===== src/rtl/wave_disp_pkg.sv =====
// wave_disp_pkg: shared frame geometry, scaling constants and writer FSM encoding
package wave_disp_pkg;
  localparam int FRAME_LEN     = 300;
  localparam int IDX_W         = 9;
  localparam int Y_W           = 9;
  localparam int SCREEN_H      = 480;
  localparam int Y_SCALE_NUM   = 15;
  localparam int Y_SCALE_SHIFT = 3;
  typedef enum logic [1:0] {IDLE, CAPTURE, DRAIN, HOLD} state_t;
endpackage


===== src/rtl/wave_y_scaler.sv =====
// wave_y_scaler: 2-stage sample-to-pixel-row pipeline (multiply/shift, then clamp/invert)
// Ports: clk/rst; in_valid/in_addr/in_data enter, out_valid/out_addr/out_data leave two cycles later.
module wave_y_scaler import wave_disp_pkg::*; #(
  parameter int H     = SCREEN_H,
  parameter int NUM   = Y_SCALE_NUM,
  parameter int SHIFT = Y_SCALE_SHIFT,
  parameter int AW    = IDX_W + 1,
  parameter int DW    = Y_W
) (
  input  logic          clk,
  input  logic          rst,
  input  logic          in_valid,
  input  logic [AW-1:0] in_addr,
  input  logic [7:0]    in_data,
  output logic          out_valid,
  output logic [AW-1:0] out_addr,
  output logic [DW-1:0] out_data
);
  logic          v1;
  logic [AW-1:0] a1;
  logic [11:0]   y1, prod, yc;
  assign prod = 12'(in_data) * 12'(NUM);
  assign yc   = (y1 > 12'(H - 1)) ? 12'(H - 1) : y1;
  always_ff @(posedge clk or posedge rst)
    if (rst) begin
      v1        <= 1'b0;
      a1        <= '0;
      y1        <= '0;
      out_valid <= 1'b0;
      out_addr  <= '0;
      out_data  <= '0;
    end else begin
      v1        <= in_valid;
      a1        <= in_addr;
      y1        <= prod >> SHIFT;
      out_valid <= v1;
      out_addr  <= a1;
      out_data  <= DW'(12'(H - 1) - yc);
    end
endmodule


===== src/rtl/wave_frame_writer.sv =====
// wave_frame_writer: writes one scaled waveform frame per bank of a ping-pong display BRAM
// Ports: rd_clk/rst (async, active-high); s_data/s_valid/s_ready from the capture FIFO;
//   ram_ready = free bank; disp_vsync/disp_bank display handshake; ram_we/ram_addr/ram_wdata
//   BRAM write port; frame_done pulses with the last write.
// Option WAVE_MEAS_EN: adds meas_min/meas_max/meas_valid raw sample extremes per frame.
module wave_frame_writer #(
  parameter int FRAME_LEN     = wave_disp_pkg::FRAME_LEN,
  parameter int IDX_W         = wave_disp_pkg::IDX_W,
  parameter int Y_W           = wave_disp_pkg::Y_W,
  parameter int SCREEN_H      = wave_disp_pkg::SCREEN_H,
  parameter int Y_SCALE_NUM   = wave_disp_pkg::Y_SCALE_NUM,
  parameter int Y_SCALE_SHIFT = wave_disp_pkg::Y_SCALE_SHIFT
) (
  input  logic           rd_clk,
  input  logic           rst,
  input  logic [7:0]     s_data,
  input  logic           s_valid,
  output logic           s_ready,
  output logic           ram_ready,
  input  logic           disp_vsync,
  output logic           disp_bank,
  output logic           ram_we,
  output logic [IDX_W:0] ram_addr,
  output logic [Y_W-1:0] ram_wdata,
  output logic           frame_done
`ifdef WAVE_MEAS_EN
  ,
  output logic [7:0]     meas_min,
  output logic [7:0]     meas_max,
  output logic           meas_valid
`endif
);
  import wave_disp_pkg::*;
  state_t           state, state_n;
  logic             dcnt, wr_bank, pending, accept, swap;
  logic [IDX_W-1:0] idx;
  assign accept    = s_valid & s_ready;
  assign ram_ready = ~pending;
  always_ff @(posedge rd_clk or posedge rst)
    if (rst) state <= IDLE;
    else state <= state_n;
  always_comb begin
    state_n    = state;
    s_ready    = 1'b0;
    frame_done = 1'b0;
    swap       = 1'b0;
    case (state)
      IDLE:    state_n = CAPTURE;
      CAPTURE: begin
        s_ready = 1'b1;
        if (s_valid && idx == IDX_W'(FRAME_LEN - 1)) state_n = DRAIN;
      end
      DRAIN:   if (dcnt) begin
        frame_done = 1'b1;
        state_n    = HOLD;
      end
      HOLD:    if (disp_vsync && pending) begin
        swap    = 1'b1;
        state_n = CAPTURE;
      end
      default: state_n = IDLE;
    endcase
  end
  // dcnt counts the two pipeline-flush cycles spent in DRAIN
  always_ff @(posedge rd_clk or posedge rst)
    if (rst) begin
      dcnt      <= 1'b0;
      wr_bank   <= 1'b1;
      disp_bank <= 1'b0;
      pending   <= 1'b0;
      idx       <= '0;
    end else begin
      dcnt <= (state == DRAIN) && !dcnt;
      if (accept) idx <= idx + 1'b1;
      if (frame_done) pending <= 1'b1;
      if (swap) begin
        disp_bank <= wr_bank;
        wr_bank   <= ~wr_bank;
        pending   <= 1'b0;
        idx       <= '0;
      end
    end
  wave_y_scaler #(
    .H(SCREEN_H), .NUM(Y_SCALE_NUM), .SHIFT(Y_SCALE_SHIFT), .AW(IDX_W + 1), .DW(Y_W)
  ) u_scaler (
    .clk(rd_clk),
    .rst(rst),
    .in_valid(accept),
    .in_addr({wr_bank, idx}),
    .in_data(s_data),
    .out_valid(ram_we),
    .out_addr(ram_addr),
    .out_data(ram_wdata)
  );
`ifdef WAVE_MEAS_EN
  logic [7:0] cur_min, cur_max;
  assign meas_valid = frame_done;
  // running extremes restart on index 0; published on the first DRAIN cycle so they land with frame_done
  always_ff @(posedge rd_clk or posedge rst)
    if (rst) begin
      cur_min  <= '0;
      cur_max  <= '0;
      meas_min <= '0;
      meas_max <= '0;
    end else begin
      if (accept) begin
        cur_min <= (idx == '0 || s_data < cur_min) ? s_data : cur_min;
        cur_max <= (idx == '0 || s_data > cur_max) ? s_data : cur_max;
      end
      if (state == DRAIN && !dcnt) begin
        meas_min <= cur_min;
        meas_max <= cur_max;
      end
    end
`endif
endmodule

===== config.mk =====
export PLATFORM = sky130hd
export DESIGN_NAME = wave_frame_writer
export DESIGN_NICKNAME = d
export VERILOG_FILES = /design/src/rtl/wave_disp_pkg.sv /design/src/rtl/wave_y_scaler.sv /design/src/rtl/wave_frame_writer.sv
export SDC_FILE = /design/constraint.sdc
export NUM_CORES = 1
export LEC_CHECK = 0
export CAP_MARGIN = 20
export CORE_ASPECT_RATIO = 0.9
export CORE_MARGIN = 2
export CORE_UTILIZATION = 49
export DETAILED_ROUTE_END_ITERATION = 12
export GPL_TIMING_DRIVEN = 1
export PLACE_DENSITY = 0.73
export SLEW_MARGIN = 10
export SYNTH_ARGS = -nofsm -noshare
export SYNTH_HDL_FRONTEND = slang
export SYNTH_SLANG_ARGS = --single-unit

===== constraint.sdc =====
create_clock -name rd_clk -period 2.25 [get_ports rd_clk]
set_input_delay 0.45 -clock rd_clk [delete_from_list [all_inputs] [get_ports rd_clk]]
set_output_delay 0.45 -clock rd_clk [all_outputs]
set_load 0.05 [all_outputs]

; Yosys cells after proc, flatten, opt, wreduce, memory -nomap -nowiden
; Index checks and enable logic that the tools add are counted.
[classes]
n_addsub = 2
n_mul = 1
order_cmp = 1
n_eq_ne = 7
mux = 14
n_bitwise = 3
reduce_logical = 8
[op_table]
columns = cell, count
row1 = two-way mux 9 bit, 3
row2 = multiplier 8 x 4 -> 12 bit (second input constant), 1
row3 = adder 9 x 1 -> 9 bit (second input constant), 1
row4 = equality test 9 bit (second input constant), 1
row5 = greater-than comparator 9 bit (second input constant), 1
row6 = subtractor 9 bit (first input constant), 1
row7 = case mux 2 bit (4 select lines), 1
row8 = two-way mux 1 bit, 7
row9 = two-way mux 2 bit, 3
row10 = inequality test 2 bit (second input constant), 3
row11 = equality test 2 bit (second input constant), 2
row12 = nonzero test 2 bit, 2
row13 = logical AND 1 bit, 3
row14 = AND reduction 3 bit, 1
row15 = equality test 2 x 1 -> 1 bit (second input constant), 1
row16 = logical NOT 2 bit, 1
row17 = inverter 1 bit, 2
row18 = AND 1 bit, 1
row19 = logical NOT 1 bit, 1
[totals]
regBits = 55
out_inout_bits = 24
word_cells = 48

; Logic depth before layout (Yosys ltp)
; Gate-level depths: netlist of the first run.
[depth]
ltp_word = 5
depth_mapped = 9
mapped_depth_nobuf = 9

; Modules after synthesis
; From an unflattened synthesis of the first run, not the netlist that was laid out.
[hier_totals]
hier_cells = 218
hier_area_um2 = 2653.8
[modules_own_cells]
columns = mod, instances, cells_each, area_per_inst_um2, seq_area_each_um2
row1 = wave_y_scaler, 1, 144, 1900.6, 1001.0
row2 = wave_frame_writer, 1, 74, 753.2, 376.6

; Worst setup path before layout of the first run
; No wires, ideal clock.
[synth_timing]
kind = input to register
startpoint = input s_data[5]
endpoint = register u_scaler.y1[8]
setup_ns = 0.127
arrival_ns = 2.826
path_slack_ns = -0.702
path_stages = 9
cell_sequence = inv_1 -> fa_1 -> fa_1 -> inv_1 -> ha_1 -> and3_2 -> a2111oi_4 -> or3_1 -> nand3b_1
[synth_between]
elab_chain_len = 1
[synth_lines]
columns = element, line_no
row1 = "start, declared", wave_frame_writer.sv:16  ; input logic [7:0] s_data,
row2 = multiplier 8 x 4 -> 12 bit, wave_y_scaler.sv:22  ; assign prod = 12'(in_data) * 12'(NUM);
row3 = via u_scaler.prod[11], wave_y_scaler.sv:21  ; logic [11:0] y1, prod, yc;
row4 = "end signal, assigned", wave_y_scaler.sv:35  ; y1 <= prod >> SHIFT;
row5 = "end, declared", wave_y_scaler.sv:21
; The timed path passes the listed nets, and every way through them passes these cells.
; A chain may end at the register's enable or synchronous reset.

; Worst setup path in the final report of the first run
[layout_timing]
startpoint = input s_data[2]
endpoint = register u_scaler.y1[7]
; The elaborated chain is that of the path after synthesis.

==> summary.md, run 1 <==
| Metric | Value |
|---|---|
| Drt drc | `0` |
| Post-synth top area share | `51.4%` |
| Via count | `1706` |
| Fin. max-slew vios | `0` |
| Inserted Diodes | `0` |
| Hold crit path type | `register to register` |
| Synthesis-stage register bit count | `55` |
| CTS clock-pin slew for the worst setup and hold paths | `0.09 ns` |
| First-pass GRT wire length | `7480 µm` |
| Clock Latency Late Sink | `around 0.30 ns` |
| Metal3 WL | `131 µm` |
| DP Wirelength | `3430 µm` |
| Share of layout cells above drive strength 1 | `29.3%` |
| Net Count, Synth | `259` |
| Avg Inst Size Synth | `about 12 µm²` |
| CP endpoint kind | `register` |
| Final GP Congestion | `0.736` |
| Placed cell area | `0.00337 mm²` |
| Slew @ Worst Pin | `0.503 ns` |
| Setup crit start kind | `primary input` |
| Crit path arrival time | `2.91 ns` |
| Routed len/inst | `12.3 µm` |
| Die area | `0.00597 mm²` |
| CTS H-Tree Depth | `2` |
| RSZ-0062 raised after global routing | `true` |
| Final period util | `121%` |
| IO buf count | `35` |
| Final Hold Fails | `0` |
| Tmin final | `2.73 ns` |
| Post-Route WL | `~4400 µm` |
| Fmax | `0.366 GHz` |
| Vias per inst | `4.78` |
| Failing checks | `negative setup slack` |
| Synth area leaders | `dfrtp_1, ha_1, fa_1` |
| Slew HR | `66.4%` |
| Std-Cell Rows | `25` |
| Core area | `between 0.005 and 0.006 mm²` |
| CTS Buffer Depth | `2` |
| Clk_skew | `0.00667 ns` |
| Status | `finished, violations left` |
| Lkg Pwr | `1.74 nW` |
| Final number of setup-violating endpoints | `8` |
| TritonCTS buffer count | `5` |
| Initial antenna violation count | `0` |
| Area grow syn2layout | `37.6%` |
| NumNets Final | `335` |
| Met2 wire length | `around 2300 µm` |
| Worst setup slack after layout | `-0.481 ns` |
| Setup TNS | `-2.40 ns` |
| Initial core utilization | `50.3%` |
| Gate Count Post-Synth | `213` |
| P per Cell Area | `approximately 1200 mW/mm²` |
| Worst hold margin | `0.355 ns` |
| Post-DRT Antenna Nets | `0` |
| YS warnings | `0` |
| Fin cells | `approximately 360` |
| I/O pin cnt | `36` |
| Synth Cell Area | `between 0.002 and 0.003 mm²` |
| Clk sink count | `55` |
| Overflow after GRT | `0` |
| Max FO, Critical Path | `2` |
| Dpl cells | `340` |
| Maxcap violations | `0` |
| Clk root buf | `clkbuf_8` |
| Cell variety after synth | `38` |
| Vias in the first global route | `1718` |
| Final Cell Area | `0.00362 mm²` |
| Area leader, netlist | `dfrtp_1` |
| Highest routed layer | `met4` |
| Met1 Routed Length | `1830 µm` |
| CTS tree | `yes` |
| Die Span Y | `73.5 µm` |
| Die width | `81.2 µm` |
| Total GRT Usage | `16.7%` |
| DRT Pass-1 Iters | `4` |
| # fillers | `371` |
| Post-CTS Hold Buffers | `0` |
| Largest net degree at the start of global routing | `26` |
| Drt first-iter violations | `60` |
| Crit path required time | `2.43 ns` |
| Sequential area share after synthesis | `52.4%` |
| Worst vdd ir | `0.863 mV` |
| Class of the most critical setup path | `primary input to register` |
final timing paths:
path,startpoint,endpoint,slack (ns),cells after the start
max in group asynchronous,rst,wr_bank,1.21,3
hold reg to reg,u_scaler.a1[5],u_scaler.out_addr[5],0.36,0
setup reg to reg,idx[0],state[0],0.68,5
min in group asynchronous,rst,idx[3],0.44,2
hold / removal,u_scaler.a1[5],u_scaler.out_addr[5],0.36,0
setup / recovery,s_data[2],u_scaler.y1[7],-0.48,10
power breakdown:
group / leakage, nW / internal (mW) / switching (mW)
clock network: 0.0612 / 0.360 / 0.296
registers: 0.697 / 1.33 / 0.159
logic: 0.979 / 0.861 / 1.19
total: 1.74 / 2.55 / 1.64
Yosys cell counts, drive strengths merged:
master	n
a21o	2
nand2b	1
inv	27
a21oi	5
clkbuf	2
nor2b	2
ha	21
xnor2	6
fa	13
dfrtp	54
nor3	4
or3	2
o41ai	1
buf	2
a2111oi	3
a221o	1
o21ai	2
a31oi	1
nand4	3
nand3b	1
nand2	7
nor3b	1
o211ai	1
dfstp	1
nand3	5
o21bai	1
mux2	1
nor2	19
mux2i	2
and4	3
xor2	11
and2	3
and3	4
and4b	1
state kept, by name, indices dropped and copies added, names as in the netlist:
register            flops
idx                     9
dcnt                    1
state                   2
u_scaler.out_valid      1
u_scaler.y1             9
disp_bank               1
u_scaler.a1            10
wr_bank                 1
u_scaler.out_addr      10
pending                 1
u_scaler.out_data       9
u_scaler.v1             1
layer usage:
metal / vias up / global-route usage (%)
li1: 844 / -
met3: 10 / 3.32
met2: 30 / 30.1
met1: 822 / 19.8
met5: - / 0
met4: 0 / 5.84
through the flow:
step,utilization [%],power (mW),worst slack [ns]
after floorplan,-,2.83,-0.543
after global placement,64.4,3.40,-1.12
after detailed placement,64.4,3.46,-1.24
after CTS,68.8,4.20,-0.466
after global routing,69.2,4.46,-0.579
final,69.2,4.19,-0.481
worst max-delay path: stages:
cell and delay (ns):
buf_6 0.09, buf_6 0.11, fa_1 0.52, fa_1 0.51, buf_4 0.15, fa_2 0.35, a21oi_2 0.17, o211ai_1 0.14
o41ai_2 0.28, xnor2_1 0.13
cell type report:
cell class | count | area (µm²) | share of cell area [%]
Multi-Input combinational cell | 127 | 1270 | 35.2
Timing Repair Buffer | 73 | 652 | 18.0
Clock buffer | 6 | 82.6 | 2.28
Tap cell | 67 | 83.8 | 2.32
Inverter | 27 | 113 | 3.11
Clock inverter | 2 | 35.0 | 0.969
Sequential cell | 55 | 1380 | 38.1
cells in the final DEF, fill, tap and decap left out, drive strengths merged, types with 6 or more instances in the layout:
cell / n
dfrtp: 54
buf: 45
clkdlybuf4s50: 25
inv: 24
ha: 21
nor2: 19
fa: 13
xor2: 11
nand2: 7
clkbuf: 6
xnor2: 6
cell families after synthesis:
group / Yosys count / synth area share, %
AO/OA/AOI/OAI: 17 / 5.38
XOR/XNOR: 17 / 5.66
adder cells (fa/ha/maj): 34 / 19.9
buffers and inverters: 31 / 4.47
flip-flops: 55 / 52.4
multiplexers: 3 / 1.19
AND/OR/NAND/NOR: 56 / 11.0
what timing repair did:
item                                    in CTS  in global routing
endpoints found under the setup margin       9                  8
resized for setup                           43                  4
pin swaps                                   22                  6
setup buffers                                9                  1
Note: power is estimated with default switching activity, not from simulation.
==> inputs of run 2 (changes only) <==
--- a/config.mk
+++ b/config.mk
@@ -12,6 +12,7 @@
 export DETAILED_ROUTE_END_ITERATION = 12
 export GPL_TIMING_DRIVEN = 1
 export PLACE_DENSITY = 0.73
+export SETUP_SLACK_MARGIN = 0.2
 export SLEW_MARGIN = 10
 export SYNTH_ARGS = -nofsm -noshare
 export SYNTH_HDL_FRONTEND = slang
==> run 2 against run 1 <==
Setup slack better by 0.11 ns; die area did not move; hold slack gained 0.0019 ns; the run still ends with negative setup slack left; design area grew 1.3%; cell count grew 0.28%; register-to-register slack about the same; routed wire length grew 3.0%.
==> summary.md, run 2 (same netlist as run 1, synthesis figures left out) <==
| Metric | Value |
|---|---|
| Status | `finished, violations left` |
| Failing checks | `negative setup slack` |
| Final number of setup-violating endpoints | `6 (-2)` |
| Clk_skew | `0.00919 ns (+0.00252 ns)` |
| Highest routed layer | `met4` |
| Overflow after GRT | `0 (unchanged)` |
| Vias in the first global route | `1754 (+2.1%)` |
| CTS H-Tree Depth | `2 (unchanged)` |
| Die area | `0.00597 mm² (unchanged)` |
| Met2 wire length | `2360 µm (+1.4%)` |
| Worst setup slack after layout | `-0.373 ns (+0.108 ns)` |
| First-pass GRT wire length | `7650 µm (+2.2%)` |
| Worst path max stage delay | `0.53 ns (about the same)` |
| Total GRT Usage | `16.8% (+0.071 points)` |
| DP Worst Slack | `-1.21 ns (+0.0299 ns)` |
| Largest net degree at the start of global routing | `34 (+31%)` |
| Bufs and invs on worst path | `4 (+1)` |
| Inserted Diodes | `0 (unchanged)` |
| CP max stage cell | `fa_1` |
| TritonCTS buffer count | `5 (unchanged)` |
| IO buf count | `35 (unchanged)` |
| Biggest regs | `u_scaler.a1 x10, u_scaler.out_addr x10` |
| Drt drc | `0 (unchanged)` |
| Crit path arrival time | `2.80 ns (-0.11 ns)` |
| CTS Buffer Depth | `2 (unchanged)` |
| Tmin final | `2.62 ns (-0.108 ns)` |
| CTS tree | `yes` |
| Crit path required time | `2.43 ns (about the same)` |
| Initial core utilization | `50.3% (unchanged)` |
| Post-Route WL | `4520 µm (+3.0%)` |
| Slew HR | `66.2% (-0.13 points)` |
| Slew @ Worst Pin | `0.505 ns (+0.00196 ns)` |
| Worst vdd ir | `0.636 mV (-26%)` |
| Area grow syn2layout | `39.4%` |
| Metal3 WL | `121 µm (-7.6%)` |
| Most frequent cells in the layout | `dfrtp_1, buf_4, clkdlybuf4s50_1, nor2_1` |
| Crit-path leading delay family | `adder cells` |
| Maxcap violations | `0 (unchanged)` |
| Fin. max-slew vios | `0 (unchanged)` |
| Commonest non-fill, non-tap cell in the layout | `dfrtp_1` |
| Std-Cell Rows | `25 (unchanged)` |
| Setup TNS | `-1.74 ns (+0.666 ns)` |
| Routed len/inst | `12.6 µm (+2.7%)` |
| Initial antenna violation count | `0 (unchanged)` |
| Lkg Pwr | `1.75 nW (+0.67%)` |
| Final period util | `117% (-4.8 points)` |
| Final core utilization | `70.1% (+0.89 points)` |
| Worst hold margin | `0.357 ns (+0.00187 ns)` |
| Via count | `1725 (+1.1%)` |
| Dpl cells | `338 (-0.59%)` |
| DRT Pass-1 Iters | `4 (unchanged)` |
| Core area | `0.00522 mm² (unchanged)` |
| NumNets Final | `336 (+0.30%)` |
| Final Hold Fails | `0 (unchanged)` |
| Clock Latency Late Sink | `0.31 ns (about the same)` |
| Class of the most critical setup path | `primary input to register` |
| Clk sink count | `55 (unchanged)` |
| I/O pin cnt | `36 (unchanged)` |
| Post-DRT Antenna Nets | `0 (unchanged)` |
| Met1 Routed Length | `1960 µm (+7.3%)` |
| Share of layout cells above drive strength 1 | `30.6% (+1.3 points)` |
| CP cell instances | `buf_6 -> clkinvlp_4 -> buf_6 -> fa_1 -> fa_1 -> inv_2 -> ha_4 -> or3_4 -> a2111oi_4 -> nor3_2 -> xor2_1` |
| Clk root buf | `clkbuf_8` |
| Drt first-iter violations | `54 (-10%)` |
| DP Wirelength | `3230 µm (-5.9%)` |
| CP endpoint kind | `register` |
| Setup crit start kind | `primary input` |
| Max FO, Critical Path | `4 (+2)` |
| Die Span Y | `73.5 µm (unchanged)` |
| P per Cell Area | `1150 mW/mm² (-0.39%)` |
| Vias per inst | `4.82 (+0.83%)` |
| Fin cells | `358 (+0.28%)` |
| Die width | `81.2 µm (unchanged)` |
| Hold crit path type | `register to register` |
| CTS clock-pin slew for the worst setup and hold paths | `0.09 ns (about the same)` |
| Final GP Congestion | `0.741 (+0.68%)` |
| # fillers | `363 (-2.2%)` |
| Fmax | `0.381 GHz (+4.1%)` |
| RSZ-0062 raised after global routing | `true` |
==> run 2: report_power, final <==
group	switching [mW]	internal (mW)	leakage, nW
Sequential	0.166	1.33	0.697
Clock	0.309	0.335	0.0548
Combinational	1.20	0.890	0.997
==> run 2: what timing repair did <==
item	in CTS	in global routing
resized for setup	45	15
pin swaps	26	22
setup buffers	7	5
hold buffers	0	0
setup endpoints to repair	9	9
==> run 2: path summary, 6_finish.rpt <==
check / from / endpoint / slack [ns] / depth (start not counted)
worst max-delay path: s_data[4] / u_scaler.y1[6] / -0.37 / 11
min in group asynchronous: rst / u_scaler.y1[7] / 0.48 / 2
worst min register to register: u_scaler.v1 / u_scaler.out_valid / 0.36 / 0
max in group asynchronous: rst / u_scaler.out_data[5] / 1.25 / 3
worst max register to register: idx[0] / state[0] / 0.69 / 5
worst min-delay path: u_scaler.v1 / u_scaler.out_valid / 0.36 / 0
==> run 2: cell type report <==
cell class / instances / area, µm² / area share (%)
clock inverter: 3 / 46.3 / 1.26
multi-input combinational: 127 / 1290 / 35.3
tap: 67 / 83.8 / 2.29
timing repair buffer: 74 / 681 / 18.6
inverter: 27 / 113 / 3.07
clock buffer: 5 / 68.8 / 1.88
sequential: 55 / 1380 / 37.6
==> run 2: stage by stage <==
stage / instance area, µm² / total power, mW
finish: 3660 / 4.23
global route: 3660 / 4.49
CTS: 3570 / 4.18
global placement: 3350 / 3.40
floorplan: 2720 / 2.83
detailed placement: 3350 / 3.45
==> run 2: per-layer routing <==
layer	vias to the layer above	GRT usage, %
li1	849	-
met1	842	20.7
met2	27	29.8
met3	7	3.69
met4	0	4.52
met5	-	0
==> inputs of run 3 (changes only) <==
--- a/config.mk
+++ b/config.mk
@@ -7,10 +7,10 @@
 export LEC_CHECK = 0
 export CAP_MARGIN = 20
 export CORE_ASPECT_RATIO = 0.9
-export CORE_MARGIN = 2
 export CORE_UTILIZATION = 49
 export DETAILED_ROUTE_END_ITERATION = 12
 export GPL_TIMING_DRIVEN = 1
+export HOLD_SLACK_MARGIN = 0.06
 export PLACE_DENSITY = 0.73
 export SETUP_SLACK_MARGIN = 0.2
 export SLEW_MARGIN = 10
==> run 3 against run 2 <==
The flow still finishes with violations (negative setup slack); flip-flop and latch count is the same; count of clock-buffer cells in the layout is the same; routed wire length shrank 1.9%; fmax is essentially flat; highest routed layer unchanged.
==> summary.md, run 3 (same netlist as run 1, synthesis figures left out) <==
| Metric | Value |
|---|---|
| Std-Cell Rows | `24 (-4.0%)` |
| CTS H-Tree Depth | `2 (unchanged)` |
| Hold crit path type | `register to register` |
| Tmin final | `2.62 ns (-0.00206 ns)` |
| I/O pin cnt | `36 (unchanged)` |
| Crit path arrival time | `2.86 ns (+0.06 ns)` |
| FF-to-FF setup slack | `0.75 ns (+0.06 ns)` |
| Inserted Diodes | `0 (unchanged)` |
| Final period util | `117% (about the same)` |
| Routed len/inst | `12.6 µm (-0.49%)` |
| CTS Buffer Depth | `2 (unchanged)` |
| Vias per inst | `4.82 (about the same)` |
| P per Cell Area | `1140 mW/mm² (-1.5%)` |
| Initial core utilization | `52.4% (+2.1 points)` |
| Failing checks | `negative setup slack` |
| CP endpoint kind | `register` |
| RSZ-0062 raised after global routing | `true` |
| Fin. max-slew vios | `0 (unchanged)` |
| Post-Route WL | `4440 µm (-1.9%)` |
| Final Hold Fails | `0 (unchanged)` |
| DRT Pass-1 Iters | `4 (unchanged)` |
| Vias in the first global route | `1699 (-3.1%)` |
| NumNets Final | `333 (-0.89%)` |
| CP cell instances | `buf_8 -> clkinvlp_4 -> buf_6 -> fa_1 -> fa_1 -> inv_2 -> ha_4 -> and3_4 -> a2111oi_4 -> buf_4 -> xnor2_2` |
| Placed cell area | `0.00334 mm² (-0.22%)` |
| Initial antenna violation count | `0 (unchanged)` |
| CTS tree | `yes` |
| Overflow after GRT | `0 (unchanged)` |
| Class of the most critical setup path | `primary input to register` |
| Slew @ Worst Pin | `0.508 ns (+0.00282 ns)` |
| Worst path max stage delay | `0.51 ns (-0.02 ns)` |
| Status | `finished, violations left` |
| Setup crit start kind | `primary input` |
| Clk sink count | `55 (unchanged)` |
| Maxcap violations | `0 (unchanged)` |
| Commonest non-fill, non-tap cell in the layout | `dfrtp_1` |
| Biggest regs | `u_scaler.a1 x10, u_scaler.out_addr x10` |
| Post-DRT Antenna Nets | `0 (unchanged)` |
| Max FO, Critical Path | `3 (-1)` |
| Final Cell Area | `0.00361 mm² (-1.4%)` |
| Drt drc | `0 (unchanged)` |
| Final GP Congestion | `0.790 (+6.6%)` |
| Total GRT Usage | `18.4% (+1.6 points)` |
| Crit path required time | `2.49 ns (+0.06 ns)` |
| First-pass GRT wire length | `7850 µm (+2.7%)` |
| Drt first-iter violations | `69 (+28%)` |
| DP Wirelength | `3280 µm (+1.6%)` |
| Post-CTS Hold Buffers | `0 (unchanged)` |
| DP Worst Slack | `-1.22 ns (-0.0116 ns)` |
| Largest net degree at the start of global routing | `26 (-24%)` |
| Most frequent cells in the layout | `dfrtp_1, buf_4, clkdlybuf4s50_1, nor2_1, inv_1` |
| Slew HR | `66.1% (-0.13 points)` |
| Die Span Y | `71.5 µm (-2.7%)` |
| Lkg Pwr | `1.72 nW (-1.7%)` |
| Die width | `79.2 µm (-2.5%)` |
| IO buf count | `35 (unchanged)` |
| Clk_skew | `0.00783 ns (-0.00136 ns)` |
| # fillers | `354 (-2.5%)` |
| TritonCTS buffer count | `5 (unchanged)` |
| Area grow syn2layout | `37.4%` |
| Fmax | `0.381 GHz (about the same)` |
| CP max stage cell | `fa_1` |
| Clock Latency Late Sink | `0.31 ns (about the same)` |
| Worst vdd ir | `0.781 mV (+23%)` |
| Core area | `0.00501 mm² (-4.0%)` |
| Die area | `0.00566 mm² (-5.1%)` |
| Share of layout cells above drive strength 1 | `29.5% (-1.1 points)` |
| Total power | `4.11 mW (-2.9%)` |
| CTS clock-pin slew for the worst setup and hold paths | `0.09 ns (about the same)` |
| Worst setup slack after layout | `-0.371 ns (+0.00206 ns)` |
| Final number of setup-violating endpoints | `6 (unchanged)` |
| CP most frequent cell | `fa_1` |
| Via count | `1700 (-1.4%)` |
| Clk root buf | `clkbuf_8` |
[run 3: changes by cell type in the layout (fill, tap and decap cells not counted), sizes merged]
cell and delta:
bufinv -1, clkinv +1, buf -3
[run 3: final cells by class]
class	count	area (µm²)	area share, %
Tap cell	65	81.3	2.25
Clock buffer	5	68.8	1.91
Timing Repair Buffer	71	637	17.6
Multi-Input combinational cell	127	1310	36.2
Sequential cell	55	1380	38.1
Inverter	27	113	3.12
Clock inverter	3	27.5	0.762
[run 3: through the flow]
stage / cells / utilization, % / hold WS [ns] / setup TNS (ns)
after floorplan: 213 / - / 0.331 / -2.32
final: 353 / 72.0 / 0.356 / -1.79
after global placement: 337 / 66.7 / 0.331 / -7.61
after global routing: 353 / 72.0 / 0.363 / -2.32
after detailed placement: 337 / 66.7 / 0.335 / -8.20
after CTS: 353 / 71.3 / 0.359 / -1.87
[run 3: path summary, 6_finish.rpt]
check                                from                    to  depth (start not counted)
max                             s_data[3]        u_scaler.y1[4]                         11
min                        u_scaler.a1[0]  u_scaler.out_addr[0]                          0
max reg2reg                      state[1]                idx[7]                          6
min reg2reg                u_scaler.a1[0]  u_scaler.out_addr[0]                          0
max in group asynchronous             rst  u_scaler.out_data[1]                          3
min in group asynchronous             rst           u_scaler.v1                          2
[run 3: critical path: cells and delay by family]
| family | cells | cell delay (ns) |
|---|---|---|
| AO/OA/AOI/OAI | 1 | 0.33 |
| adder cells (fa/ha/maj) | 3 | 1.23 |
| AND/OR/NAND/NOR | 1 | 0.20 |
| buffers and inverters | 5 | 0.55 |
| XOR/XNOR | 1 | 0.10 |
[run 3: per-layer routing]
layer,GRT usage (%),wire length (µm)
met3,4.20,123
met2,30.3,2190
met5,0,0
met4,7.27,112
met1,23.8,2020
[run 3: repair_timing]
item                                    4_1_cts  5_1_grt
pin swaps                                    27       10
gates resized for setup                      52        4
setup buffers                                 8        0
endpoints found under the setup margin        9        9
[run 3: report_power, final]
group,internal [mW],total (mW),switching [mW]
Clock,0.229,0.565,0.336
Combinational,0.867,2.06,1.19
Sequential,1.33,1.48,0.156
